[src/rtl/regincr_rr_sched.sv]
// regincr_rr_sched: shares one registered +1 incrementer among NREQ requesters.
// A round-robin arbiter picks one request, the value is incremented once per
// cycle for its repeat count, and the result is returned tagged with the
// requester id on a single val/rdy response port.
module regincr_rr_sched #(
  parameter int NREQ = 4,
  parameter int W    = 8,
  parameter int CW   = 4,
  localparam int IDW = $clog2(NREQ)
) (
  input  logic              clk,
  input  logic              reset,
  input  logic [NREQ-1:0]   req_val,
  output logic [NREQ-1:0]   req_rdy,
  input  logic [NREQ*W-1:0] req_data,
  input  logic [NREQ*CW-1:0] req_cnt,
  output logic              resp_val,
  input  logic              resp_rdy,
  output logic [W-1:0]      resp_data,
  output logic [IDW-1:0]    resp_id,
  output logic              busy
);

  typedef enum logic [1:0] {
    IDLE = 2'd0,
    BUSY = 2'd1,
    DONE = 2'd2
  } state_t;

  state_t         state;
  state_t         state_next;
  logic [IDW-1:0] ptr;
  logic [IDW-1:0] id;
  logic [W-1:0]   acc;
  logic [CW-1:0]  remaining;

  logic [IDW-1:0] grant;
  logic [IDW-1:0] idx;
  logic           grant_found;
  logic           handshake;
  logic [W-1:0]   sel_data;
  logic [CW-1:0]  sel_cnt;

  // Round-robin search: first requester at or after ptr, wrapping modulo NREQ
  always_comb begin
    grant       = '0;
    idx         = '0;
    grant_found = 1'b0;
    for (int k = 0; k < NREQ; k++) begin
      idx = ptr + IDW'(k);
      if (!grant_found && req_val[idx]) begin
        grant       = idx;
        grant_found = 1'b1;
      end
    end
  end

  assign sel_data  = req_data[int'(grant)*W +: W];
  assign sel_cnt   = req_cnt[int'(grant)*CW +: CW];
  assign handshake = (state == IDLE) && grant_found && !reset;
  assign req_rdy   = handshake ? (NREQ'(1) << grant) : '0;

  // Next-state logic: accept in IDLE, count down in BUSY, wait for consumer in DONE
  always_comb begin
    state_next = state;
    case (state)
      IDLE: begin
        if (handshake) begin
          state_next = (sel_cnt == '0) ? DONE : BUSY;
        end
      end
      BUSY: begin
        if (remaining == CW'(1)) begin
          state_next = DONE;
        end
      end
      DONE: begin
        if (resp_rdy) begin
          state_next = IDLE;
        end
      end
      default: state_next = IDLE;
    endcase
  end

  // State register; reset drops any in-flight job
  always_ff @(posedge clk) begin
    if (reset) begin
      state <= IDLE;
    end else begin
      state <= state_next;
    end
  end

  // Job registers: capture on acceptance, increment and count down while BUSY
  always_ff @(posedge clk) begin
    if (reset) begin
      ptr       <= '0;
      id        <= '0;
      acc       <= '0;
      remaining <= '0;
    end else begin
      case (state)
        IDLE: begin
          if (handshake) begin
            acc       <= sel_data;
            remaining <= sel_cnt;
            id        <= grant;
            ptr       <= grant + IDW'(1);
          end
        end
        BUSY: begin
          acc       <= acc + W'(1);
          remaining <= remaining - CW'(1);
        end
        default: begin
        end
      endcase
    end
  end

  assign resp_val  = (state == DONE) && !reset;
  assign busy      = ((state == BUSY) || (state == DONE)) && !reset;
  assign resp_data = reset ? '0 : acc;
  assign resp_id   = reset ? '0 : id;

endmodule

[config.mk]
export PLATFORM = sky130hd
export DESIGN_NAME = regincr_rr_sched
export DESIGN_NICKNAME = d
export VERILOG_FILES = /design/src/rtl/regincr_rr_sched.sv
export SDC_FILE = /design/constraint.sdc
export NUM_CORES = 1
export LEC_CHECK = 0
export BUFFER_PORTS_ARGS = -buffer_cell sky130_fd_sc_hd__buf_4
export CORE_ASPECT_RATIO = 1.2
export CORE_MARGIN = 8
export CORE_UTILIZATION = 45
export DETAILED_ROUTE_END_ITERATION = 12
export PLACE_DENSITY = 0.86
export SLEW_MARGIN = 40
export SYNTH_ARGS = -nofsm -noshare
export SYNTH_HDL_FRONTEND = slang
export SYNTH_SLANG_ARGS = --single-unit
export TNS_END_PERCENT = 5
[constraint.sdc]
create_clock -name clk -period 5.6 [get_ports clk]
set_input_delay 1.12 -clock clk [delete_from_list [all_inputs] [get_ports clk]]
set_output_delay 1.12 -clock clk [all_outputs]
set_load 0.005 [all_outputs]
==> results.txt <==
The run finished with clean final reports. The endpoint identified for the worst register-to-register timing path is state[0]. In this run the horizontal extent of the chip is ~72 um. The fmax is around 250 MHz. The violation count after the first detailed-route iteration came out at 75.

The wire length of the first global-routing pass came out at ~7100 um. Setup repair after global routing left no endpoint under its margin. The layout cell share with drive strength beyond 1 came out at 0.328. The worst register-to-register path begins at ptr[1].

The final route contains between 1500 and 2000 vias. The starting density of the core is 0.462. The part of the cycle the worst path needs is 0.721. The number of hold violations in the final report is 0. The number of placement rows is 24.

The post-placement cell area is around 2200 um2. The CTS root buffer is clkbuf_8. The floorplan step set the die height to slightly above 80 um. The largest stage delay on the critical path is between 0.6 and 0.7 ns. Grouping stages by cell kind, the critical path spends the most delay in simple AND/OR/NAND/NOR gates. The via count of the first global-routing pass came out at 1652.

The final routed wirelength across all metal layers came out at around 4400 um. The cell accounting for the most synthesized area is dfxtp_1. Before antenna repair, the detailed router went through 4 iterations. The critical path goes through buf_4, mux2i_1, o22ai_1, nor2_2, inv_1, ha_1, and2_1, buf_4. The clock edge transition at the registers on the reported setup and hold paths came out at 0.07 ns. In the routed design, unresolved DRC markers number 0. The reg-to-reg setup timing slack is roughly 3.2 ns.

The number of port buffers is 70. The normalized max-slew margin came out at 0.497. In this design, the critical path's most frequently occurring cell is buf_4. The overall overflow remaining after global route came out at 0. The mean instance size in the synthesized netlist came out at 8.08 um2. The CTS H-tree depth is 1. In this run the worst setup path begins at req_val[2]. The initial antenna violation count is 0.

The launching element type of the critical path is an input pin. The total inserted antenna cells is 0. The maximum number of pins on one net before global-route repair came out at 30. The max-slew violation count is 0. Yosys attributes the largest share of cell area to dfxtp_1 (22%), mux2i_1 (17%), ha_1 (7.5%), nor2b_1 (5.3%), a21oi_1 (4.5%). Counting flops with an async set or reset pin after synthesis yields a share of 0. The count of flip-flops with a built-in enable after synthesis is 0. The number of synthesized register bits came out at 18. The final weighted congestion in routability-driven placement came out at approximately 0.77.

The sequential cell area fraction in the yosys report is 0.216. At the worst endpoint, the required time is 4.48 ns. Summed over all failing endpoints, the final setup total negative slack is 0 ns. Counting instances in the post-synthesis netlist gives the leading cell types as mux2i_1 (28), nand2_1 (20), dfxtp_1 (18), a21oi_1 (15). The net count after synthesis is between 200 and 300.

The tree built by TritonCTS fans out to 18 sinks. The final setup violation count is 0. The hold path depth came out at 2. Of all nets on the critical path, the largest fanout is 16. Clock latency on the worst-skew pair, taken at its later pin, is 0.25 ns. The floorplan step defined a die boundary enclosing around 6000 um2. The remaining antenna violation count after routing is 0. The floorplan step defined a core boundary enclosing around 3600 um2.

The average wire per standard cell came out at approximately 14 um. The area of the mapped netlist came out at approximately 1700 um2. No sink is reached through more buffers than the 2 on the longest clock path. The tightest min-delay check is of the reg2reg type. The power density relative to cell area is 426 nW/um2. The clock period minus final worst setup slack came out at 4.04 ns.

The number of different library cells in the post-synthesis netlist came out at 42. The slew at the pin closest to its max-slew limit is between 0.7 and 0.8 ns. The CTS tree is yes. Post-CTS repair changed the size of 0 cells. Clock skew on the completed layout was measured at 0.00153 ns.

The number of cells produced by synthesis is 206. The worst setup path is captured at an output pin. Summed over all nets, the half-perimeter wirelength after detailed placement is between 3000 and 4000 um.

The placement-stage worst setup slack came out at between 1.5 and 2 ns. Using the TritonRoute via totals, the vias-per-cell ratio works out to 5.54. The library cell contributing the largest single delay on the critical path is nor2_2. The worst-case reg-to-reg path depth came out at 8.

Max-cap violations in this run came to 0. The total setup buffers inserted after CTS is 0. The number of hold buffers added after CTS came out at 0. For this run, the leading register cell type out of synthesis is dfxtp_1. The fraction of post-synthesis cell area in the top cell type by area came out at 0.216. mux2i_1 is the most common cell in the netlist. The number of buffers created by CTS came out at 3. The global-route usage over all layers is 0.145.

From synthesis to final layout, the design area changed by 34.7%. The number of warnings printed during yosys synthesis came out at 0. The peak supply drop came out at 203 uV. Data on the critical path arrives at its endpoint at between 2 and 3 ns. In this run the static leakage power is around 0.98 nW. The worst setup margin is ~1.6 ns.

The critical path contains buffers and inverters numbering 3 combined. In this run the most critical hold path is launched from ptr[0]. The number of nets at the end of the flow came out at between 300 and 400. The area of all placed cells without fillers is between 2000 and 2500 um2. By startpoint and endpoint, the worst setup path is classified as in2out. The total I/O pin count came out at roughly 70. The path with the worst hold slack has its endpoint at ptr[0].
[through the flow]
stage / power [W] / utilization / hold WS, ns / cells
4_1_cts: 0.000958 / 0.623 / 0.479 / 307
3_5_place_dp: 0.000850 / 0.607 / 0.466 / 303
5_1_grt: 0.00104 / 0.623 / 0.510 / 307
3_3_place_gp: 0.000830 / 0.607 / 0.461 / 303
2_1_floorplan: 0.000703 / - / 0.441 / 206
6_report: 0.000955 / 0.623 / 0.480 / 307
[layout by cell type, fill, tap and decap left out, drive strengths merged, types with 2 or more instances in the layout]
cell type	synthesis	layout
clkbuf	6	4
nor2b	14	14
inv	10	10
nand2	20	20
ha	10	10
nor3	3	3
nand3b	4	4
nor2	10	10
a22o	2	2
a21oi	17	17
o22ai	2	2
dfxtp	18	18
mux2i	28	28
nor3b	2	2
and2	4	4
a221oi	2	2
o21ai	2	2
a31oi	7	7
buf	7	71
nor4b	4	4
or3	2	2
mux2	5	5
nand3	14	14
[worst max path at each step]
stage | to | slack, ns | depth (start not counted)
finish | req_rdy[2] | 1.56 | 8
global route | req_rdy[2] | 1.30 | 8
CTS | req_rdy[2] | 1.53 | 8
detailed placement | req_rdy[2] | 1.52 | 8
global placement | req_rdy[0] | 1.59 | 8
floorplan | req_rdy[0] | 2.21 | 9
[area by class of cell]
cell class / count / area (um2)
Inverter: 10 / 37.5
Tap cell: 39 / 48.8
Clock buffer: 4 / 55.1
Multi-Input combinational cell: 165 / 1210
Sequential cell: 18 / 360
Fill cell: 328 / 1360
Timing Repair Buffer: 71 / 533
[layer usage]
| metal | global-route usage | wire length [um] | vias to the layer above |
|---|---|---|---|
| met5 | 0 | 0 | - |
| met4 | 0.0429 | 60 | 0 |
| met3 | 0.0386 | 250 | 8 |
| met2 | 0.281 | 2350 | 48 |
| met1 | 0.151 | 1730 | 779 |
| li1 | - | - | 866 |
[sequential cells by signal (all words and copies together), names as in the netlist]
register and count:
ptr 2, remaining 4, acc 8, id 2, state 2
[kinds of logic (layout without fill, tap and decap cells)]
| group | Yosys count | count (layout) | share of synthesized area |
|---|---|---|---|
| multiplexers | 33 | 33 | 0.202 |
| AO/OA/AOI/OAI | 41 | 41 | 0.179 |
| flip-flops | 18 | 18 | 0.216 |
| AND/OR/NAND/NOR | 81 | 81 | 0.261 |
| adder cells (fa/ha/maj) | 10 | 10 | 0.0751 |
| buffers and inverters | 23 | 85 | 0.0661 |
[power breakdown]
part	internal, W	switching (W)	total (W)
clock network	0.0000625	0.0000446	0.000107
logic	0.000290	0.000305	0.000595
registers	0.000188	0.0000641	0.000252
total	0.000541	0.000414	0.000955
[worst register-to-register path, delay by kind of cell (launching register included)]
family                 cells  cell delay, ns
AOI/OAI and AO/OA          2            0.77
and+or+nand+nor            3            0.40
DFF                        1            0.37
muxes                      2            0.40
buffers and inverters      1            0.37
No activity file was read; power rests on OpenSTA's default activity.
